===== src/rtl/ahfp_pkg.sv =====
// Shared constants and helpers for the AHFP elastic pipeline.
package ahfp_pkg;

   localparam int AHFP_WIDTH  = 32;
   localparam int AHFP_STAGES = 10;

   // Ceiling log2, usable in parameter expressions (returns 0 for value <= 1).
   function automatic int ahfp_clog2(input int value);
      int result;
      result = 0;
      while ((1 << result) < value) begin
         result = result + 1;
      end
      return result;
   endfunction

endpackage


===== src/rtl/ahfp_pipe_stage.sv =====
// One slot of the elastic pipeline: a valid bit plus a data register.
// The valid bit follows its source whenever the slot advances; the data
// register only loads real beats, so bubbles moving through leave it quiet.
module ahfp_pipe_stage
   import ahfp_pkg::*;
#(
   parameter int WIDTH = AHFP_WIDTH
) (
   input  logic             clk,
   input  logic             rst_n,
   input  logic             src_v,
   input  logic [WIDTH-1:0] src_d,
   input  logic             adv,
   input  logic             flush,
   output logic             v,
   output logic [WIDTH-1:0] d
);

   logic             v_q;
   logic [WIDTH-1:0] d_q;

   // Valid bit: cleared by reset or flush, otherwise follows the source on advance.
   always_ff @(posedge clk or negedge rst_n) begin
      // NOTE: non-blocking assignments for all clocked state, so every stage
      // samples its neighbour's pre-edge value and the chain shifts correctly.
      if (!rst_n) begin
         v_q <= 1'b0;
      end else if (flush) begin
         v_q <= 1'b0;
      end else if (adv) begin
         v_q <= src_v;
      end
   end

   // Data register: loads only real beats; a flush leaves the contents alone.
   always_ff @(posedge clk or negedge rst_n) begin
      // NOTE: the data register is reset too, because out_data must read zero
      // while reset is held; it is a single word per stage, not a memory array.
      if (!rst_n) begin
         d_q <= '0;
      end else if (!flush && adv && src_v) begin
         d_q <= src_d;
      end
   end

   assign v = v_q;
   assign d = d_q;

endmodule


===== src/rtl/ahfp_elastic_pipeline.sv =====
// Elastic delay line for AHFP operator results: STAGES register slots with
// valid/ready handshakes at both ends, bubble-collapsing stalls, a synchronous
// flush and a registered occupancy count.
module ahfp_elastic_pipeline
   import ahfp_pkg::*;
#(
   parameter int WIDTH  = AHFP_WIDTH,
   parameter int STAGES = AHFP_STAGES,
   parameter int CNT_W  = ahfp_clog2(STAGES + 1)
) (
   input  logic             clk,
   input  logic             rst_n,
   input  logic [WIDTH-1:0] in_data,
   input  logic             in_valid,
   output logic             in_ready,
   output logic [WIDTH-1:0] out_data,
   output logic             out_valid,
   input  logic             out_ready,
   input  logic             flush,
   output logic [CNT_W-1:0] occupancy
);

   localparam logic [CNT_W-1:0] OCC_MAX = CNT_W'(STAGES);
   localparam logic [CNT_W-1:0] OCC_ONE = CNT_W'(1);

   logic [STAGES-1:0] v;
   logic [WIDTH-1:0]  d     [STAGES];
   logic [STAGES-1:0] src_v;
   logic [WIDTH-1:0]  src_d [STAGES];
   logic [STAGES-1:0] adv;

   logic             acc_in;
   logic             cons_out;
   logic [CNT_W-1:0] occupancy_q;
   logic [CNT_W-1:0] occupancy_d;

   // Stage chain: stage 0 is fed from the input port, every other stage from its predecessor.
   for (genvar k = 0; k < STAGES; k++) begin : g_stage
      if (k == 0) begin : g_head
         assign src_v[k] = in_valid;
         assign src_d[k] = in_data;
      end else begin : g_body
         assign src_v[k] = v[k-1];
         assign src_d[k] = d[k-1];
      end

      ahfp_pipe_stage #(
         .WIDTH (WIDTH)
      ) u_stage (
         .clk   (clk),
         .rst_n (rst_n),
         .src_v (src_v[k]),
         .src_d (src_d[k]),
         .adv   (adv[k]),
         .flush (flush),
         .v     (v[k]),
         .d     (d[k])
      );
   end

   // Advance chain from the head backwards: an empty slot breaks the stall,
   // so only the contiguous valid run behind a stalled head stops.
   always_comb begin
      logic carry;
      // NOTE: every always_comb output gets a default before any branching,
      // so no path can leave a value unassigned and infer a latch.
      adv   = '0;
      carry = !v[STAGES-1] || out_ready;
      adv[STAGES-1] = carry;
      for (int k = STAGES - 2; k >= 0; k--) begin
         carry  = !v[k] || carry;
         adv[k] = carry;
      end
   end

   // Flush blocks both ends so no handshake completes during the flush cycle.
   assign in_ready  = adv[0] && !flush && rst_n;
   assign out_valid = v[STAGES-1] && !flush;
   assign out_data  = d[STAGES-1];

   assign acc_in   = in_valid && in_ready;
   assign cons_out = out_valid && out_ready;

   // Occupancy next state: +1 per accepted beat, -1 per consumed beat, cleared by flush.
   always_comb begin
      occupancy_d = occupancy_q;
      if (flush) begin
         occupancy_d = '0;
      end else begin
         unique case ({acc_in, cons_out})
            2'b10:   occupancy_d = occupancy_q + OCC_ONE;
            2'b01:   occupancy_d = occupancy_q - OCC_ONE;
            default: occupancy_d = occupancy_q;
         endcase
      end
   end

   // Occupancy register.
   always_ff @(posedge clk or negedge rst_n) begin
      if (!rst_n) begin
         occupancy_q <= '0;
      end else begin
         occupancy_q <= occupancy_d;
      end
   end

   assign occupancy = occupancy_q;

   // Occupancy stays within 0..STAGES and always matches the number of valid slots.
   a_occ_max : assert property (@(posedge clk) disable iff (!rst_n)
      occupancy_q <= OCC_MAX);
   a_occ_underflow : assert property (@(posedge clk) disable iff (!rst_n)
      !(occupancy_q == '0 && cons_out));
   a_occ_tracks_valid : assert property (@(posedge clk) disable iff (!rst_n)
      occupancy_q == CNT_W'($countones(v)));

endmodule


===== config.mk =====
export PLATFORM = sky130hd
export DESIGN_NAME = ahfp_elastic_pipeline
export DESIGN_NICKNAME = d
export VERILOG_FILES = /design/src/rtl/ahfp_pkg.sv /design/src/rtl/ahfp_pipe_stage.sv /design/src/rtl/ahfp_elastic_pipeline.sv
export SDC_FILE = /design/constraint.sdc
export NUM_CORES = 1
export LEC_CHECK = 0
export CAP_MARGIN = 10
export CORE_UTILIZATION = 60
export DETAILED_ROUTE_END_ITERATION = 10
export PLACE_DENSITY = 0.91
export SETUP_SLACK_MARGIN = 0.3
export SLEW_MARGIN = 20
export SYNTH_ARGS = -nofsm -noshare
export SYNTH_HDL_FRONTEND = slang
export SYNTH_SLANG_ARGS = --single-unit

===== constraint.sdc =====
create_clock -name clk -period 4.4 [get_ports clk]
set_input_delay 0.44 -clock clk [delete_from_list [all_inputs] [get_ports clk]]
set_output_delay 0.44 -clock clk [all_outputs]
set_load 0.02 [all_outputs]

; ---- Word-level counts from Yosys, hierarchy flattened
; Cells that the tools add are included.
; Widths: inputs -> output; s select.
[word_totals]
ff_bits = 334
output_inout_bits = 38
input_bits = 37
elab_cells = 103
[classes]
muxes = 22
n_eq_ne = 2
n_addsub = 2
reduce_logical = 56
[ops]
columns = op, count
row1 = $logic_and 1x1->1, 24
row2 = $mux 1, 20
row3 = $reduce_bool 2->1, 10
row4 = $logic_not 1->1, 11
row5 = $logic_or 1x1->1, 10
row6 = $pmux 4 s2, 1
row7 = $add 4x1->4 const B, 1
row8 = $mux 4, 1
row9 = $sub 4x1->4 const B, 1
row10 = $reduce_bool 3->1, 1
row11 = $eq 2x1->1 const B, 1
row12 = $eq 2x2->1 const B, 1

; ---- Longest topological paths before layout
; Gate-level depths: netlist (run 1).
[logic_depth]
depth_word = 17
ltp_mapped = 9
depth_no_buf = 8

; ---- By module
; Synthesis (run 1) repeated with hierarchy kept, for this count alone.
[hier_totals]
hier_cells = 760
area_unflattened_um2 = 14102.3
[by_module_without_submodules]
columns = module, area_each_um2, seq_area_each_um2, cells_each, instances
row1 = ahfp_pipe_stage, 1366.3, 825.8, 71, 10
row2 = ahfp_elastic_pipeline, 439.2, 100.1, 50, 1

; ---- Worst setup path before layout (run 1)
; No wires, ideal clock.
[synth_path]
path_type = input to register
startpoint = in flush
endpoint = reg occupancy_q[3] (netlist: occupancy[3])
required_time_ps = 4268
path_stages = 9
setup_time_ps = 132
arrival_ps = 2150
path_slack_ps = 2118
n_path_buf = 1
path_cell_list = buf_2 nand3b_1 a21oi_1 ha_1 a31o_2 nand3_1 a2bb2o_1 xnor2_1 nor2_1
[synth_via]
elab_chain_len = 7
word_cells_on_any_way = 11
classes_between = 2 x eq/ne / 2 x mux / 7 x reduce/logical
[synth_rtl]
columns = item, line_no
row1 = start: declaration, ahfp_elastic_pipeline.sv:19  ; input logic flush,
row2 = $logic_not 1->1, "ahfp_elastic_pipeline.sv:77, ahfp_elastic_pipeline.sv:78"
row3 = $logic_and 1x1->1 (2 in series), ahfp_elastic_pipeline.sv:77  ; assign in_ready = adv[0] && !flush && rst_n;
row4 = $logic_and 1x1->1, ahfp_elastic_pipeline.sv:81  ; assign acc_in = in_valid && in_ready;
row5 = $eq 2x1->1 or $eq 2x2->1 (tied branches), ahfp_elastic_pipeline.sv:90  ; unique case ({acc_in, cons_out})
row6 = $pmux 4 s2, ahfp_elastic_pipeline.sv:90
row7 = $mux 4, ahfp_elastic_pipeline.sv:87  ; if (flush) begin
row8 = end signal: assignment, ahfp_elastic_pipeline.sv:103  ; occupancy_q <= occupancy_d;
row9 = end: declaration, ahfp_elastic_pipeline.sv:34  ; logic [CNT_W-1:0] occupancy_q;
; Several ways; a longest one is shown, not always the timed one.
; A chain may end at the register's enable or synchronous reset.

; ---- Worst setup path in the final report (run 1)
[layout_path]
startpoint = in rst_n
endpoint = out in_ready
[layout_via]
elab_chain_len = 1
[layout_rtl]
columns = item, line_no
row1 = start: declaration, ahfp_elastic_pipeline.sv:12  ; input logic rst_n,
row2 = $logic_and 1x1->1, ahfp_elastic_pipeline.sv:77
row3 = end: declaration, ahfp_elastic_pipeline.sv:15  ; output logic in_ready,
; No other way between the ends.

==> results.py, run 1 <==
metrics = {
    "finish": {
        "areaGrowthSynthToFinish_pct": 14.1,
        "fin_util_pct": 70.0,
        "final_common_cell": "dfrtp_1",
        "final_nets": 888,
        "antenna_cells": 0,
        "layout_common_cells": "dfrtp_1, mux2_2, clkdlybuf4s50_1",
        "drive_gt1_share_pct": 43.1,
    },
    "clock_network": {
        "numCtsBuffers": 31,
        "root_buffer": "clkbuf_16",
        "h-tree-depth": 1,
        "clock_latency_ns": 0.55,
        "cts.repair.resized": 0,
        "clkSlewWorstSetupHoldPaths_ns": 0.07,
        "clk_path_buf_depth": 3,
        "cts_setup_buffers": 0,
        "numClockSinks": 334,
        "cts_tree": "done",
    },
    "route": {
        "wl_per_cell_um": 19.2,
        "drt_iter0_markers": 320,
        "postRouteAntennaNets": 0,
        "drc": 0,
        "vias_per_cell": 5.58,
        "first_pass_iters": 4,
        "via_count": 6398,
        "drt_wl_total_mm": 22.0,
    },
    "setup_path": {
        "cp_num_buf_inv": 3,
        "cp_max_fo": 71,
        "startpoint_type": "primary input",
        "cpMaxStageDelayCell": "clkdlybuf4s50_1",
        "cp_slowest_stage_delay_ns": 0.62,
        "criticalPathCategory": "in -> out",
        "critical_path.endpoint_type": "primary output",
        "crit_required_ns": 3.96,
        "cp_top_family": "buffers and inverters",
        "cp.arrival_ns": 2.45,
        "path_cells": "dlygate4sd3_1, buf_8, o31ai_1, nor2_1, clkdlybuf4s50_1",
    },
    "timing": {
        "finalSetupViolCount": 0,
        "slew_headroom_pct": 37.4,
        "slew_viol_final": 0,
        "period_share_pct": 65.8,
        "final_hold_viol_count": 0,
        "finalSetupTns_ns": 0,
        "whs_ns": 0.400,
        "max_slew.worst_pin.slew_ns": 0.938,
        "skew_ns": 0.0189,
        "rsz0062_at_grt": "no",
        "post-route-min-period_ns": 2.89,
        "fmax_ghz": 0.346,
        "fin_ws_ns": 1.51,
    },
    "pwr": {
        "irDropWorstVdd_mv": 0.292,
        "p_per_area_mw_per_mm2": 466,
        "finalPower_mw": 6.85,
        "power_leakage_nw": 7.08,
    },
    "global_route": {
        "antenna_found_initial": 0,
        "grt_usage_pct": 21.5,
        "grt_max_degree": 201,
        "grt_pass1_vias": 6918,
        "grt_first_pass_wirelength_mm": 36.9,
        "overflow": 0,
    },
    "synth": {
        "synthCells": 796,
        "synth_warnings": 0,
        "synth-async-reset-ratio_pct": 100,
        "ys_seq_elements": 334,
        "synth_top_flop_cell": "dfrtp_1",
        "syn_nets": 835,
        "ys_seq_area_share_pct": 64.8,
        "syn_area_mm2": 0.0129,
        "syn_avg_cell_area_um2": 16.2,
        "synth-edff-count": 0,
        "yosysUniqueCellTypes": 37,
    },
    "floorplan": {
        "die_h_um": 149,
        "start_util_pct": 61.3,
        "num_rows": 53,
        "core_mm2": 0.0210,
        "die_x_um": 149,
        "die-area_mm2": 0.0221,
        "ios": 75,
    },
    "status": {
        "outcome": "complete, no violations",
    },
    "min_path": {
        "hold_path.class": "in -> async",
    },
    "job": {
        "cap_violations": 0,
    },
    "place": {
        "dp_slack_ns": 1.36,
        "dp_hpwl_mm": 13.0,
        "port_buffers": 74,
        "gp_congestion": 0.788,
    },
}
==> cell families after synthesis <==
kind of cell	synth area share, %
flops	64.8
mux	28.0
buf+inv	3.63
simple gates	2.15
compound gates	0.970
xor+xnor	0.204
fa+ha+maj	0.194
==> power by group <==
part / internal [mW] / switching (mW)
combinational: 0.342 / 0.206
sequential: 3.47 / 0.222
clock: 1.50 / 1.11
==> final cells by class <==
class | count | area [um^2]
Fill cell | 1249 | 6310
Clock buffer | 42 | 867
Tap cell | 275 | 344
Multi-Input combinational cell | 390 | 4090
Clock inverter | 14 | 136
Timing Repair Buffer | 88 | 898
Sequential cell | 334 | 8360
Inverter | 4 | 15.0
==> stage by stage <==
step / cell area, um^2 / cells
after floorplan: 12900 / 796
after global placement: 13700 / 1089
after detailed placement: 13700 / 1089
after CTS: 14700 / 1146
after global routing: 14700 / 1147
final: 14700 / 1147
==> state kept, by name, summed over array words and instances, names as in the netlist <==
register and count:
occupancy 4, g_stage.u_stage.d 320, g_stage.u_stage.v 10
==> per-layer routing <==
layer | vias to the layer above | share of wire, % | track usage (%)
met1 | 3356 | 41 | 27.0
met4 | 0 | 2.1 | 6.55
met5 | - | 0 | 0
met2 | 112 | 53 | 38.5
met3 | 39 | 4.0 | 3.01
li1 | 2891 | - | -
==> path summary, 6_finish.rpt <==
kind	slack, ns	endpoint	depth (start not counted)	from
min in group clk	0.48	g_stage[0].u_stage.d[14]	1	g_stage[0].u_stage.d[14]
min	0.40	g_stage[7].u_stage.d[7]	2	rst_n
max in group asynchronous	2.58	g_stage[6].u_stage.d[12]	4	rst_n
max reg2reg	1.87	g_stage[0].u_stage.d[17]	5	g_stage[5].u_stage.v
min reg2reg	0.48	g_stage[0].u_stage.d[14]	1	g_stage[0].u_stage.d[14]
max	1.51	in_ready	5	rst_n
==> synth_stat cells, types with 2 or more instances <==
cell type | instances | area [um^2]
and2_1 | 2 | 12.5
buf_6 | 3 | 33.8
nand4_1 | 2 | 12.5
o21ai_0 | 2 | 10.0
nand2_1 | 4 | 15.0
ha_1 | 2 | 25.0
a21oi_1 | 8 | 40.0
nor2_1 | 18 | 67.6
nand4b_1 | 2 | 17.5
nor3b_2 | 2 | 25.0
mux2_2 | 304 | 3420
nand3b_1 | 4 | 30.0
buf_4 | 41 | 308
buf_1 | 2 | 7.51
mux2_1 | 16 | 180
inv_1 | 4 | 15.0
dfrtp_1 | 334 | 8360
xor2_1 | 2 | 17.5
clkbuf_1 | 5 | 18.8
nor2b_1 | 3 | 18.8
buf_2 | 17 | 85.1
nand3_1 | 4 | 20.0
==> repair_timing <==
| action | 4_1_cts | 5_1_grt |
|---|---|---|
| endpoints found under the setup margin | 0 | 0 |
| hold buffers | 1 | 0 |
| hold endpoints to repair | 64 | 0 |
Note: power is estimated with default switching activity, not from simulation.
==> inputs of run 2 (changes only) <==
- CORE_UTILIZATION: 60 -> 53
- PLACE_DENSITY: 0.91 -> 0.86
- clock period: 4.4 -> 2.5 ns (I/O delays scaled with it)
==> results.py, run 2 (synthesized netlist as in run 1, its figures left out) <==
metrics = {
    "timing": {
        "finalSetupViolCount": 0,
        "fmax_ghz": 0.461,
        "final_hold_viol_count": 0,
        "skew_ns": 0.0132,
        "post-route-min-period_ns": 2.17,
        "max_slew.worst_pin.slew_ns": 0.975,
        "slew_viol_final": 0,
        "slew_headroom_pct": 35.0,
        "finalSetupTns_ns": 0,
        "period_share_pct": 86.8,
        "rsz0062_at_grt": "yes",
    },
    "finish": {
        "regArea_mm2": 0.00836,
        "antenna_cells": 0,
        "final_common_cell": "dfrtp_1",
        "layout_common_cells": "dfrtp_1, mux2_2, clkdlybuf4s50_1",
        "largest_reg_flops": 320,
        "areaGrowthSynthToFinish_pct": 16.1,
        "final_nets": 901,
        "drive_gt1_share_pct": 44.7,
        "multiInputGateArea_mm2": 0.00410,
        "nFillCells": 1653,
        "fin_util_pct": 63.2,
    },
    "setup_path": {
        "critical_path.endpoint_type": "primary output",
        "crit_start": "g_stage[9].u_stage.v",
        "cp.arrival_ns": 1.92,
        "criticalPathCategory": "reg -> out",
        "r2r_slack_ns": 0.34,
        "timing.rr.end": "g_stage[1].u_stage.d[3]",
        "reg2reg_depth": 7,
        "crit_required_ns": 2.25,
        "reg2reg_from": "g_stage[9].u_stage.v",
        "startpoint_type": "flip-flop",
        "crit_end": "in_ready",
        "cp_max_fo": 6,
    },
    "clock_network": {
        "cts_tree": "done",
        "h-tree-depth": 1,
        "clk_path_buf_depth": 3,
        "root_buffer": "clkbuf_16",
        "numCtsBuffers": 31,
        "clock_latency_ns": 0.55,
        "clkSlewWorstSetupHoldPaths_ns": 0.07,
        "numClockSinks": 334,
    },
    "floorplan": {
        "core_mm2": 0.0237,
        "die_x_um": 158,
        "die-area_mm2": 0.0250,
        "start_util_pct": 54.4,
        "num_rows": 56,
        "die_h_um": 158,
        "ios": 75,
    },
    "route": {
        "via_count": 6381,
        "drt_wl_total_mm": 21.2,
        "vias_per_cell": 5.30,
        "wl_per_cell_um": 17.6,
        "drt_iter0_markers": 268,
        "drc": 0,
        "postRouteAntennaNets": 0,
        "first_pass_iters": 5,
    },
    "pwr": {
        "p_seq_share_pct": 53.6,
        "power_frac_comb_pct": 7.9,
        "power_leakage_nw": 7.16,
        "internal-power_mw": 9.44,
        "swShare_pct": 22.1,
        "p_switching_mw": 2.68,
        "pwr-share-clk_pct": 38.5,
        "finalPower_mw": 12.1,
        "p_per_area_mw_per_mm2": 810,
        "irDropWorstVdd_mv": 0.513,
    },
    "global_route": {
        "grt_usage_pct": 17.7,
        "grt_pass1_vias": 6882,
        "grt_max_degree": 194,
        "antenna_found_initial": 0,
        "grt_first_pass_wirelength_mm": 34.8,
        "overflow": 0,
    },
    "place": {
        "gp_congestion": 0.775,
        "dp_hpwl_mm": 13.2,
        "port_buffers": 74,
    },
    "min_path": {
        "hold_path.class": "in -> async",
    },
    "job": {
        "cap_violations": 0,
    },
    "status": {
        "outcome": "complete, no violations",
    },
}
-- run 2: cell count changes in the layout (fill, tap and decap cells not counted), sizes merged --
cell / previous run / this run
buf: 14 / 27
clkbuf: 42 / 43
clkinv: 10 / 6
dlygate4sd2: 0 / 1
inv: 4 / 7
clkdlybuf4s50: 73 / 72
-- run 2: per-stage QoR --
step / instances / instance area (um^2) / hold WS, ns / setup WS [ns]
after floorplan: 796 / 12900 / -0.0456 / 0.408
after global placement: 1141 / 13900 / 0.103 / 0.159
after detailed placement: 1141 / 13900 / 0.104 / 0.0283
after CTS: 1200 / 14900 / 0.124 / 0.313
after global routing: 1204 / 15000 / 0.143 / 0.282
final: 1204 / 15000 / 0.133 / 0.330
-- run 2: area by class of cell --
type | instances | share of cell area, %
repair buffers | 101 | 7.06
multi-input cells | 390 | 27.4
well taps | 319 | 2.67
inverters | 4 | 0.100
clock buffers | 43 | 6.02
flip-flops and latches | 334 | 55.9
clock inverters | 13 | 0.878
-- run 2: layer usage --
layer,part of all wire (%),wire (um),global-route usage [%]
met5,0,0,0
met4,1.8,384,5.04
met3,4.4,931,2.90
met2,52,11000,31.4
met1,42,8900,22.5
-- run 2: worst min path at each step --
stage	end	cells past startpoint	slack, ns
floorplan	g_stage[0].u_stage.d[0]	0	-0.05
global placement	occupancy[2]	1	0.10
detailed placement	occupancy[2]	1	0.10
CTS	g_stage[4].u_stage.v	2	0.12
global route	occupancy[1]	2	0.14
finish	occupancy[1]	2	0.13
-- run 2: timing repair --
item                                    CTS  global route
endpoints found under the setup margin    1             9
hold buffers                              1             0
gates resized for setup                   3             6
endpoints found under the hold margin    17             0
pin swaps                                 2             4
setup buffers                             2             4
-- run 2: critical path, stage by stage (launching register included) --
cell	delay, ns
dfrtp_2	0.42
nand4b_1	0.21
o31ai_4	0.31
nor2_1	0.08
dlygate4sd2_1	0.34
-- run 2: power by group through the flow --
stage | sequential, mW | clock, mW | combinational [mW]
2_1_floorplan | 6.42 | 0 | 0.684
4_1_cts | 6.50 | 4.77 | 0.983
6_report | 6.49 | 4.67 | 0.960
5_1_grt | 6.58 | 4.97 | 1.06
3_3_place_gp | 6.52 | 0 | 0.896
3_5_place_dp | 6.57 | 0 | 0.955
==> inputs of run 3 (changes only) <==
- CORE_UTILIZATION: 53 -> 54
- HOLD_SLACK_MARGIN: default -> 0.02
- PLACE_DENSITY: 0.86 -> 0.87
- SYNTH_HIERARCHICAL: default -> 1
==> results.py, run 3 <==
metrics = {
    "route": {
        "drt_iter0_markers": 257,
        "drc": 0,
        "wl_per_cell_um": 17.1,
        "via_count": 6333,
        "vias_per_cell": 5.19,
        "drt_wl_total_mm": 20.9,
        "first_pass_iters": 4,
        "postRouteAntennaNets": 0,
    },
    "clock_network": {
        "clkSlewWorstSetupHoldPaths_ns": 0.06,
        "cts_tree": "done",
        "numClockSinks": 334,
        "clk_path_buf_depth": 3,
        "clock_latency_ns": 0.55,
        "h-tree-depth": 1,
        "root_buffer": "clkbuf_16",
        "numCtsBuffers": 31,
    },
    "finish": {
        "areaGrowthSynthToFinish_pct": 15.9,
        "nFillCells": 1673,
        "antenna_cells": 0,
        "drive_gt1_share_pct": 48.3,
        "stdcell_count": 1221,
        "layout_common_cells": "dfrtp_1, mux2_4, clkdlybuf4s50_1",
        "final_nets": 907,
        "fin_area_mm2": 0.0163,
        "largest_reg_flops": 320,
        "multiInputGateArea_mm2": 0.00540,
        "final_common_cell": "dfrtp_1",
        "regArea_mm2": 0.00837,
    },
    "place": {
        "placed_cell_area_mm2": 0.0152,
        "gp_congestion": 0.729,
        "port_buffers": 74,
        "dp_slack_ns": -0.0801,
        "dpl.cell_count": 1158,
        "dp_hpwl_mm": 13.7,
    },
    "timing": {
        "skew_ns": 0.0124,
        "slew_viol_final": 0,
        "rsz0062_at_grt": "no",
        "slew_headroom_pct": 34.6,
        "finalSetupViolCount": 0,
        "max_slew.worst_pin.slew_ns": 0.981,
        "fin_ws_ns": 0.398,
        "final_hold_viol_count": 59,
        "whs_ns": -0.163,
        "fmax_ghz": 0.476,
        "post-route-min-period_ns": 2.10,
        "period_share_pct": 84.1,
    },
    "setup_path": {
        "cp.arrival_ns": 1.85,
        "startpoint_type": "flip-flop",
        "cp_max_fo": 6,
        "reg2reg_depth": 7,
        "reg2reg_from": "g_stage[9].u_stage/v",
        "r2r_slack_ns": 0.50,
        "critical_path.endpoint_type": "primary output",
        "timing.rr.end": "occupancy[3]",
        "criticalPathCategory": "reg -> out",
        "path_cells": "and4b_1, and2_4, nand2_2, and3b_1, buf_2",
        "cpMaxStageDelayCell": "dfrtp_2",
        "cp_slowest_stage_delay_ns": 0.43,
        "crit_required_ns": 2.25,
    },
    "status": {
        "outcome": "finished with violations",
        "violations": "hold timing",
    },
    "synth": {
        "syn_avg_cell_area_um2": 18.6,
        "synthTopCellsByArea": "dfrtp_1, mux2_4, buf_6, mux2_2, nand3b_4",
        "synth-edff-count": 0,
        "synthCells": 760,
        "synth_warnings": 6,
        "synth_most_common_cell": "dfrtp_1",
        "synth_top_flop_cell": "dfrtp_1",
        "syn_area_mm2": 0.0141,
        "ys_seq_area_share_pct": 59.3,
        "yosysUniqueCellTypes": 37,
        "synth_top_area_share_pct": 59.3,
        "syn_nets": 800,
        "ys_seq_elements": 334,
        "synth-async-reset-ratio_pct": 100,
        "synthTopCellsByCount": "dfrtp_1, mux2_4, buf_6",
        "synth_largest_area_cell": "dfrtp_1",
    },
    "min_path": {
        "hold_path.class": "in -> async",
    },
    "floorplan": {
        "die_h_um": 164,
        "die-area_mm2": 0.0268,
        "ios": 75,
        "num_rows": 58,
        "core_mm2": 0.0254,
        "die_x_um": 164,
        "start_util_pct": 55.5,
    },
    "pwr": {
        "irDropWorstVdd_mv": 0.391,
        "p_per_area_mw_per_mm2": 771,
        "swShare_pct": 21.7,
        "power_frac_comb_pct": 10.9,
        "pwr-share-clk_pct": 36.8,
        "power_leakage_nw": 8.69,
        "internal-power_mw": 9.87,
        "p_switching_mw": 2.73,
        "p_seq_share_pct": 52.3,
    },
    "job": {
        "cap_violations": 0,
    },
    "global_route": {
        "grt_max_degree": 192,
        "grt_pass1_vias": 6694,
        "grt_first_pass_wirelength_mm": 35.6,
        "grt_usage_pct": 16.5,
        "antenna_found_initial": 0,
        "overflow": 0,
    },
}
[run 3: cells by family after synthesis]
kind of cell               count (synthesis)  synth area share, %
buffers and inverters                     33                 2.53
AOI/OAI and AO/OA                         11                0.550
xor gates and xnor gates                   3                0.186
muxes                                    331                 34.3
adders and majority gates                  3                0.319
DFF                                      334                 59.3
and+or+nand+nor                           45                 2.82
[run 3: metal layers]
metal / global-route usage [%] / up-vias / share of wire [%]
met2: 26.6 / 115 / 48
li1: - / 2927 / -
met3: 2.82 / 34 / 4.3
met4: 4.71 / 0 / 2.0
met1: 23.0 / 3257 / 46
met5: 0 / - / 0
[run 3: through the flow]
step	setup TNS (ns)	power (mW)	util, %
2_1_floorplan	0	7.59	-
3_3_place_gp	0	7.92	60.0
3_5_place_dp	-0.0801	8.05	60.0
4_1_cts	0	12.7	64.2
5_1_grt	0	13.1	64.3
6_report	0	12.6	64.3
[run 3: repair_timing]
| action | 4_1_cts | 5_1_grt |
|---|---|---|
| pin swaps | 0 | 1 |
| setup buffers | 3 | 3 |
| gates resized for setup | 12 | 2 |
| hold endpoints to repair | 59 | 59 |
| endpoints found under the setup margin | 1 | 2 |
[run 3: layout make-up]
class	instances	share of cell area, %
Clock inverter	12	0.697
Tap cell	330	2.53
Clock buffer	45	5.62
Multi-Input combinational cell	393	33.0
Inverter	2	0.0459
Timing Repair Buffer	105	6.88
Sequential cell	334	51.2
[run 3: worst max-delay path by stage]
stage	end	depth (start not counted)	from
4_1_cts	in_ready	5	g_stage[3].u_stage/v
2_1_floorplan	occupancy[3]	8	in_valid
3_5_place_dp	occupancy[3]	8	in_valid
6_report	in_ready	5	g_stage[9].u_stage/v
5_1_grt	occupancy[3]	7	g_stage[9].u_stage/v
3_3_place_gp	in_ready	6	out_ready
[run 3: worst max-delay path: cells and delay by family, from the launching register on]
family,cells,cell delay (ns)
buffers and inverters,1,0.16
DFF,1,0.43
and+or+nand+nor,4,0.72
[run 3: power groups by stage]
stage	logic, mW	clock network, mW	registers, mW
after floorplan	1.10	0	6.48
after global placement	1.31	0	6.61
after detailed placement	1.37	0	6.68
after CTS	1.39	4.76	6.60
after global routing	1.48	4.98	6.67
final	1.37	4.64	6.59
